==> src/rtl/fifo_v2_pkg.sv <==
// -----------------------------------------------------------------------------
// fifo_v2_pkg
// Shared definitions for the sync_fifo_v2 buffering block: default geometry,
// helpers that size the occupancy counter and the memory pointers, and the
// read-mode enumeration.
// No ports (package).
// -----------------------------------------------------------------------------
package fifo_v2_pkg;

    localparam int DEF_FIFO_WIDTH = 16;
    localparam int DEF_FIFO_DEPTH = 8;

    // Read mode: registered read or first-word-fall-through.
    typedef enum logic {
        STD  = 1'b0,
        FWFT = 1'b1
    } fifo_mode_e;

    // The occupancy counter has to represent 0..depth inclusive.
    function automatic int cnt_width(input int depth);
        return $clog2(depth + 1);
    endfunction

    // Pointers address 0..depth-1; keep at least one bit for tiny depths.
    function automatic int ptr_width(input int depth);
        return (depth < 2) ? 1 : $clog2(depth);
    endfunction

endpackage

==> src/rtl/sync_fifo_v2_mem.sv <==
// -----------------------------------------------------------------------------
// fifo_v2_mem
// FIFO_WIDTH x FIFO_DEPTH register array used as the FIFO storage.
// Ports:
//   clk_i    : clock, write on rising edge
//   we_i     : write enable
//   waddr_i  : write address (0..FIFO_DEPTH-1)
//   wdata_i  : write data
//   raddr_i  : read address (0..FIFO_DEPTH-1)
//   rdata_o  : read data, combinational from raddr_i
// Contents are intentionally not reset.
// -----------------------------------------------------------------------------
module fifo_v2_mem #(
    parameter int FIFO_WIDTH = 16,
    parameter int FIFO_DEPTH = 8,
    parameter int PTR_W      = 3
) (
    input  logic                  clk_i,
    input  logic                  we_i,
    input  logic [PTR_W-1:0]      waddr_i,
    input  logic [FIFO_WIDTH-1:0] wdata_i,
    input  logic [PTR_W-1:0]      raddr_i,
    output logic [FIFO_WIDTH-1:0] rdata_o
);
    import fifo_v2_pkg::*;

    logic [FIFO_WIDTH-1:0] mem_q [FIFO_DEPTH];

    always_ff @(posedge clk_i) begin
        if (we_i) begin
            mem_q[waddr_i] <= wdata_i;
        end
    end

    // Asynchronous read: lets the top either register it (standard mode)
    // or pass it straight through (first-word-fall-through).
    assign rdata_o = mem_q[raddr_i];

endmodule

==> src/rtl/sync_fifo_v2.sv <==
// -----------------------------------------------------------------------------
// sync_fifo_v2
// Parametrised single-clock FIFO with arbitrary (non power-of-two) depth,
// programmable almost-full / almost-empty thresholds, occupancy output and
// selectable standard (registered) or first-word-fall-through read.
// Ports:
//   clk         : clock, all logic on the rising edge
//   rst         : synchronous active-high reset
//   din         : write data
//   wr_en       : write request
//   rd_en       : read / pop request
//   dout        : read data (registered in standard mode, head-of-queue in FWFT)
//   full        : count == FIFO_DEPTH
//   empty       : count == 0
//   almostfull  : count >= AF_THRESH
//   almostempty : count <= AE_THRESH
//   wr_ack      : registered, write accepted in the previous cycle
//   overflow    : registered, write rejected in the previous cycle
//   underflow   : registered, read rejected in the previous cycle
//   count       : current occupancy
// -----------------------------------------------------------------------------
module sync_fifo_v2 #(
    parameter  int FIFO_WIDTH = fifo_v2_pkg::DEF_FIFO_WIDTH,
    parameter  int FIFO_DEPTH = fifo_v2_pkg::DEF_FIFO_DEPTH,
    parameter  int AF_THRESH  = FIFO_DEPTH - 1,
    parameter  int AE_THRESH  = 1,
    parameter  int FWFT       = 0,
    localparam int CNT_W      = fifo_v2_pkg::cnt_width(FIFO_DEPTH)
) (
    input  logic                  clk,
    input  logic                  rst,
    input  logic [FIFO_WIDTH-1:0] din,
    input  logic                  wr_en,
    input  logic                  rd_en,
    output logic [FIFO_WIDTH-1:0] dout,
    output logic                  full,
    output logic                  empty,
    output logic                  almostfull,
    output logic                  almostempty,
    output logic                  wr_ack,
    output logic                  overflow,
    output logic                  underflow,
    output logic [CNT_W-1:0]      count
);
    import fifo_v2_pkg::*;

    localparam int PTR_W = ptr_width(FIFO_DEPTH);

    localparam fifo_mode_e MODE = (FWFT != 0) ? fifo_v2_pkg::FWFT : fifo_v2_pkg::STD;

    localparam logic [PTR_W-1:0] PTR_LAST = PTR_W'(FIFO_DEPTH - 1);
    localparam logic [CNT_W-1:0] CNT_FULL = CNT_W'(FIFO_DEPTH);
    localparam logic [CNT_W-1:0] CNT_AF   = CNT_W'(AF_THRESH);
    localparam logic [CNT_W-1:0] CNT_AE   = CNT_W'(AE_THRESH);

    // -------------------------------------------------------------------------
    // Elaboration-time parameter legality
    // -------------------------------------------------------------------------
    if (FIFO_WIDTH < 1) begin : g_bad_width
        $error("sync_fifo_v2: FIFO_WIDTH must be >= 1 (got %0d)", FIFO_WIDTH);
    end
    if (FIFO_DEPTH < 2) begin : g_bad_depth
        $error("sync_fifo_v2: FIFO_DEPTH must be >= 2 (got %0d)", FIFO_DEPTH);
    end
    if (AF_THRESH < 1 || AF_THRESH > FIFO_DEPTH) begin : g_bad_af
        $error("sync_fifo_v2: AF_THRESH %0d outside 1..%0d", AF_THRESH, FIFO_DEPTH);
    end
    if (AE_THRESH < 0 || AE_THRESH >= AF_THRESH) begin : g_bad_ae
        $error("sync_fifo_v2: AE_THRESH %0d must be >= 0 and < AF_THRESH %0d",
               AE_THRESH, AF_THRESH);
    end
    if (FWFT != 0 && FWFT != 1) begin : g_bad_mode
        $error("sync_fifo_v2: FWFT must be 0 or 1 (got %0d)", FWFT);
    end

    // -------------------------------------------------------------------------
    // State
    // -------------------------------------------------------------------------
    logic [PTR_W-1:0]      wr_ptr_q, wr_ptr_d;
    logic [PTR_W-1:0]      rd_ptr_q, rd_ptr_d;
    logic [CNT_W-1:0]      count_q, count_d;
    logic [FIFO_WIDTH-1:0] dout_q, dout_d;
    logic                  wr_ack_q, wr_ack_d;
    logic                  overflow_q, overflow_d;
    logic                  underflow_q, underflow_d;

    logic                  wr_ok;
    logic                  rd_ok;
    logic                  mem_we;
    logic [FIFO_WIDTH-1:0] rd_data;

    // Flags are decoded straight from the counter so they move in the same
    // cycle as count.
    assign full        = (count_q == CNT_FULL);
    assign empty       = (count_q == '0);
    assign almostfull  = (count_q >= CNT_AF);
    assign almostempty = (count_q <= CNT_AE);

    // A write while full is still accepted if a pop frees the slot in the
    // same cycle; a read while empty is never accepted.
    assign wr_ok = wr_en & (~full | rd_en);
    assign rd_ok = rd_en & ~empty;

    // Reset must win over a simultaneous write, including the array.
    assign mem_we = wr_ok & ~rst;

    // -------------------------------------------------------------------------
    // Storage
    // -------------------------------------------------------------------------
    fifo_v2_mem #(
        .FIFO_WIDTH (FIFO_WIDTH),
        .FIFO_DEPTH (FIFO_DEPTH),
        .PTR_W      (PTR_W)
    ) u_mem (
        .clk_i   (clk),
        .we_i    (mem_we),
        .waddr_i (wr_ptr_q),
        .wdata_i (din),
        .raddr_i (rd_ptr_q),
        .rdata_o (rd_data)
    );

    // -------------------------------------------------------------------------
    // Next-state logic
    // -------------------------------------------------------------------------
    always_comb begin
        wr_ptr_d    = wr_ptr_q;
        rd_ptr_d    = rd_ptr_q;
        count_d     = count_q;
        dout_d      = dout_q;
        wr_ack_d    = wr_ok;
        overflow_d  = wr_en & ~wr_ok;
        underflow_d = rd_en & empty;

        // Explicit wrap compare: depth need not be a power of two.
        if (wr_ok) begin
            wr_ptr_d = (wr_ptr_q == PTR_LAST) ? '0 : wr_ptr_q + PTR_W'(1);
        end

        if (rd_ok) begin
            rd_ptr_d = (rd_ptr_q == PTR_LAST) ? '0 : rd_ptr_q + PTR_W'(1);
            dout_d   = rd_data;
        end

        unique case ({wr_ok, rd_ok})
            2'b10:   count_d = count_q + CNT_W'(1);
            2'b01:   count_d = count_q - CNT_W'(1);
            default: count_d = count_q;
        endcase
    end

    // -------------------------------------------------------------------------
    // Registers
    // -------------------------------------------------------------------------
    always_ff @(posedge clk) begin
        if (rst) begin
            wr_ptr_q    <= '0;
            rd_ptr_q    <= '0;
            count_q     <= '0;
            dout_q      <= '0;
            wr_ack_q    <= 1'b0;
            overflow_q  <= 1'b0;
            underflow_q <= 1'b0;
        end else begin
            wr_ptr_q    <= wr_ptr_d;
            rd_ptr_q    <= rd_ptr_d;
            count_q     <= count_d;
            dout_q      <= dout_d;
            wr_ack_q    <= wr_ack_d;
            overflow_q  <= overflow_d;
            underflow_q <= underflow_d;
        end
    end

    // In FWFT mode the head entry is presented directly; it only means
    // something while empty is low.
    assign dout      = (MODE == fifo_v2_pkg::FWFT) ? rd_data : dout_q;
    assign count     = count_q;
    assign wr_ack    = wr_ack_q;
    assign overflow  = overflow_q;
    assign underflow = underflow_q;

endmodule

==> config.mk <==
export PLATFORM = sky130hd
export DESIGN_NAME = sync_fifo_v2
export DESIGN_NICKNAME = d
export VERILOG_FILES = /design/src/rtl/fifo_v2_pkg.sv /design/src/rtl/sync_fifo_v2_mem.sv /design/src/rtl/sync_fifo_v2.sv
export SDC_FILE = /design/constraint.sdc
export NUM_CORES = 1
export LEC_CHECK = 0
export ABC_AREA = 1
export CAP_MARGIN = 20
export CORE_MARGIN = 2
export CORE_UTILIZATION = 63
export DETAILED_ROUTE_END_ITERATION = 7
export PLACE_DENSITY_LB_ADDON = 0.3
export SETUP_SLACK_MARGIN = 0.15
export SLEW_MARGIN = 10
export SYNTH_ARGS = -nofsm -noshare
export SYNTH_HDL_FRONTEND = slang
export SYNTH_SLANG_ARGS = --single-unit
==> constraint.sdc <==
create_clock -name clk -period 3.46 [get_ports clk]
set_input_delay 0.692 -clock clk [delete_from_list [all_inputs] [get_ports clk]]
set_output_delay 0.692 -clock clk [all_outputs]
set_load 0.05 [all_outputs]
; ---- Yosys cells after proc, flatten, opt, wreduce, memory -nomap -nowiden
; Memories as Yosys holds them, arrays and structs flattened. A register that Yosys moved wholly into a read port is not among the register bits.
; Cells that the tools add are included.
[word_totals]
regBits = 13
ram_bits = 128
inputBits = 20
output_inout_bits = 27
elab_cells = 35
n_memories = 1
[memory_table]
columns = memory, depth, word_bits, read_ports, rd_clocked_by_memory_dff, wr, line
row1 = u_mem.mem_q, 8, 16, 1, 1, 1, sync_fifo_v2_mem.sv:27  ; logic [FIFO_WIDTH-1:0] mem_q [FIFO_DEPTH];
[op_classes]
addsub = 4
magnitude_cmp = 2
n_eq_ne = 5
mux = 5
bitwise_logic = 10
reduce_logical = 2
[op_table]
columns = cell, n
row1 = $pmux W4 S2, 1
row2 = $add A3 B1 Y3 const B, 2
row3 = $eq A3 B3 Y1 const B, 2
row4 = $mux W3, 2
row5 = $and A1 B1 Y1, 5
row6 = $add A4 B1 Y4 const B, 1
row7 = $eq A4 B4 Y1 const B, 1
row8 = $ge A4 B3 Y1 const B, 1
row9 = $le A4 B1 Y1 const B, 1
row10 = $logic_not A4 Y1, 1
row11 = $not A1 Y1, 4
row12 = $sub A4 B1 Y4 const B, 1
row13 = $eq A2 B1 Y1 const B, 1
row14 = $eq A2 B2 Y1 const B, 1
row15 = $mux W1, 2
row16 = $reduce_bool A2 Y1, 1
row17 = $or A1 B1 Y1, 1

; ---- Longest topological paths before layout
[depth]
word_depth = 7
ltp_mapped = 12
mapped_depth_nobuf = 12

; ---- Cells and area by module
; Synthesis repeated with hierarchy kept, for this count alone.
[hier_totals]
hier_cells = 736
hier_area_um2 = 6950.4
[by_module_without_submodules]
columns = module, n_inst, cells_each, area_each_um2, seq_area_each_um2
row1 = fifo_v2_mem, 1, 571, 5669.2, 3843.7
row2 = sync_fifo_v2, 1, 165, 1281.2, 580.6

; ---- Worst setup path before layout
; Ideal clock, no wire load.
[synth_path]
path_kind = reg2reg
startpoint = register count_q[0] (netlist: count[0])
endpoint = memory u_mem.mem_q[1][0], enable pin
setup_ns = 0.388
t_arrival_ns = 2.504
required_ns = 3.072
slack_ns = 0.568
path_stages_with_launch = 10
n_path_buf = 0
synth_period_minus_slack_ns = 2.892
cell_sequence = dfxtp_1 inv_1 ha_1 nand2_1 nor2_2 nand2_1 nand2_4 nor2_4 nand2_1 nor2_1
[synth_between]
elab_chain_len = 7
[synth_rtl]
columns = element, line
row1 = from (decl), sync_fifo_v2.sv:81  ; logic [CNT_W-1:0] count_q, count_d;
row2 = from (signal assigned), sync_fifo_v2.sv:167  ; count_q <= count_d;
row3 = $eq A4 B4 Y1, sync_fifo_v2.sv:94  ; assign full = (count_q == CNT_FULL);
row4 = net full, sync_fifo_v2.sv:36  ; output logic full,
row5 = $not A1 Y1, sync_fifo_v2.sv:101  ; assign wr_ok = wr_en & (~full | rd_en);
row6 = $or A1 B1 Y1, sync_fifo_v2.sv:101
row7 = $and A1 B1 Y1, sync_fifo_v2.sv:101
row8 = $and A1 B1 Y1, sync_fifo_v2.sv:105  ; assign mem_we = wr_ok & ~rst;
row9 = $mux W1, sync_fifo_v2_mem.sv:30  ; if (we_i) begin
row10 = $mux W1 (not written as such), sync_fifo_v2_mem.sv:31  ; mem_q[waddr_i] <= wdata_i;
row11 = to (decl), sync_fifo_v2_mem.sv:27
; The timed path passes the listed nets, and every way through them passes these cells.

; ---- Final worst setup path
[layout_path]
startpoint = register count_q[0] (netlist: count[0])
endpoint = output port full
[layout_between]
elab_chain_len = 1
[layout_rtl]
columns = element, line
row1 = $eq A4 B4 Y1, sync_fifo_v2.sv:94
row2 = to (decl), sync_fifo_v2.sv:36
; Every way passes these cells.

==> impl_metrics.ini <==
[finish]
antenna_cells = 0
fillers = 642
drive_gt1_share_pct = 8.19
layout.nets = 736
final_util_pct = 76.2
multi_input_area_sq_um = 1650
syn_to_final_growth_pct = 17.1
regArea_sq_um = 4430

[run_status]
status = finished clean

[yosys]
synth_fp_nets = 685
synth_top_area_share_pct = 57.2
synth_seq_cells = 157
synth_edf_count = 128
yosys-top-cells-area = edfxtp_1 57%, nand2_1 10%, dfxtp_1 8.6%
avgSynthCellArea_sq_um = 10.2
synth.most_common_cell = nand2_1
ys.warnings.count = 0
synth_cell_type_count = 28
synth_top_flop_cell = edfxtp_1
netlist_instances = 656
synthTopCellsByCount = 187 x nand2_1, 128 x edfxtp_1, 109 x inv_1
synth-seq-area-share_pct = 65.9
netlist_area_sq_um = 6720
ys_async_sr_fraction_pct = 0
yosys.area.top_type = edfxtp_1

[route]
wirelength_microns = 14500
ant_nets = 0
drt_first_pass_iters = 5
routedWlPerCell_microns = 16.9
drc = 0
via_per_inst = 5.49
vias = 4701
drt-initial-drc-count = 418

[clock_network]
cts_buffers = 17
cts_tree = done
root_buffer = clkbuf_8
cts_buffer_depth = 2
clk_pin_slew_worst_paths_ns = 0.07
htreeDepth = 4
holdBufCountCts = 0
cts_setup_buffers = 0
cts-resized-gates = 0
clkLatencyLatePin_ns = 0.53
cts_sinks = 157

[pwr]
p_per_area_nw_per_um2 = 739
ir_worst_vdd_uv = 446
p_leak_nw = 3.28

[sta]
fin_tns_setup_ns = 0
maxSlewViolCount = 0
max_freq_mhz = 342
grt_setup_unrepaired = no
finClkSkew_ns = 0.00581
post-route-min-period_ns = 2.92
timing.final.crit_share_pct = 84.5
relSlewSlack_pct = 52.4
tightestPinTransition_ns = 0.714
finalHoldViolCount = 0
setup_ws_ns = 0.536
setup_viol = 0

[worst_setup_path]
cp_top_family = buffers and inverters
cp_max_fo = 5
slowest_delay_ns = 0.80
critPathKind = reg2out
slowest_stage = clkdlybuf4s50_1
critPathLaunchType = register
critPathRequiredTime_ns = 2.77
worstSetupEndpointType = primary output
crit_buf_inv = 2
arrival_ns = 2.23
r2r_slack_ns = 1.01
worstPathCellList = inv_1, ha_1, nand2_1, nor2_2, clkdlybuf4s50_1

[floorplanning]
start_util_pct = 65.1
fp.dieW_microns = 107
die_area_sq_um = 11500
rows = 37
die_y_microns = 107
coreArea_sq_um = 10300
io_pins = 47

[place]
place_worst_setup_slack_ns = 0.682
portBuffers = 46
gp_congestion = 0.798
dp_hpwl_microns = 8470

[global_route]
grt-ovfl-total = 0
antenna_found_initial = 0
grt_pass1_wl_microns = 23000
grt_pass1_vias = 4738
grt_usage_pct = 27.0
grt_max_degree = 66

[min_path]
hold_path.class = reg2reg

[job]
maxCapViolations = 0
[state kept, by name (all words and copies together), names as in the netlist]
register	count
u_mem.mem_q	128
dout	16
count	4
rd_ptr_q	3
wr_ptr_q	3
overflow	1
underflow	1
wr_ack	1
[final cells by class]
type                    count  share of cell area [%]
clock inverters             9                   0.875
multi-input cells         355                    21.0
inverters                 114                    5.51
repair buffers             62                    7.38
clock buffers              23                    6.76
flip-flops and latches    157                    56.3
well taps                 136                    2.16
[routing by layer]
| layer | GRT usage, % | up-vias | wire length [microns] |
|---|---|---|---|
| li1 | - | 2237 | - |
| met1 | 33.5 | 2218 | 5650 |
| met2 | 45.4 | 220 | 7370 |
| met3 | 5.87 | 26 | 1110 |
| met4 | 12.9 | 0 | 323 |
| met5 | 0 | - | 0 |
[cells in the final DEF, fill, tap and decap left out, drive strengths merged]
cell and count:
edfxtp 128, a211oi 5, nand2 189, inv 115, nor3b 1, clkinvlp 1, dfxtp 29, a21oi 23
xor2 1, ha 9, nor3 4, o21a 1, o21ai 3, clkbuf 23, nand4 2, nor2 20
clkdlybuf4s50 46, buf 16, nand3 97, clkinv 7
[per-stage QoR]
| step | area [sq um] | hold WS [ns] | instances | total power (W) |
|---|---|---|---|---|
| after CTS | 7860 | 0.466 | 856 | 0.00582 |
| final | 7860 | 0.462 | 856 | 0.00581 |
| after global routing | 7860 | 0.487 | 856 | 0.00605 |
| after floorplan | 6720 | 0.484 | 656 | 0.00357 |
| after detailed placement | 7260 | 0.456 | 824 | 0.00401 |
| after global placement | 7260 | 0.453 | 824 | 0.00395 |
[path summary, 6_finish.rpt]
path,end,depth (start not counted),start
worst max-delay path,full,5,count[0]
worst min-delay path,dout[9],2,dout[9]
worst max register to register,count[3],11,count[0]
worst min register to register,dout[9],2,dout[9]
[report_power, final]
part           switching (W)  internal, W
sequential         0.0000688      0.00216
clock               0.000740      0.00108
combinational        0.00123     0.000529
total                0.00204      0.00377
[worst reg2reg max path, stage by stage, from the launching register on]
cell and delay [ns]:
dfxtp_1 0.36, inv_1 0.14, ha_1 0.23, nand3_4 0.11, nand2_4 0.27, clkinv_4 0.25
ha_1 0.40, nor2_1 0.18, nand4_1 0.14, nand2_1 0.09, nor2_1 0.04, nor3_1 0.17
[logic make-up (layout without fill, tap and decap cells)]
| family | after synthesis | count (layout) | share of synthesized area (%) |
|---|---|---|---|
| DFF | 157 | 157 | 65.9 |
| AOI/OAI and AO/OA | 32 | 32 | 2.76 |
| xor gates and xnor gates | 1 | 1 | 0.130 |
| adders and majority gates | 9 | 9 | 1.68 |
| and+or+nand+nor | 313 | 313 | 20.1 |
| buffers and inverters | 144 | 208 | 9.50 |
No activity file was read; power rests on OpenSTA's default activity.
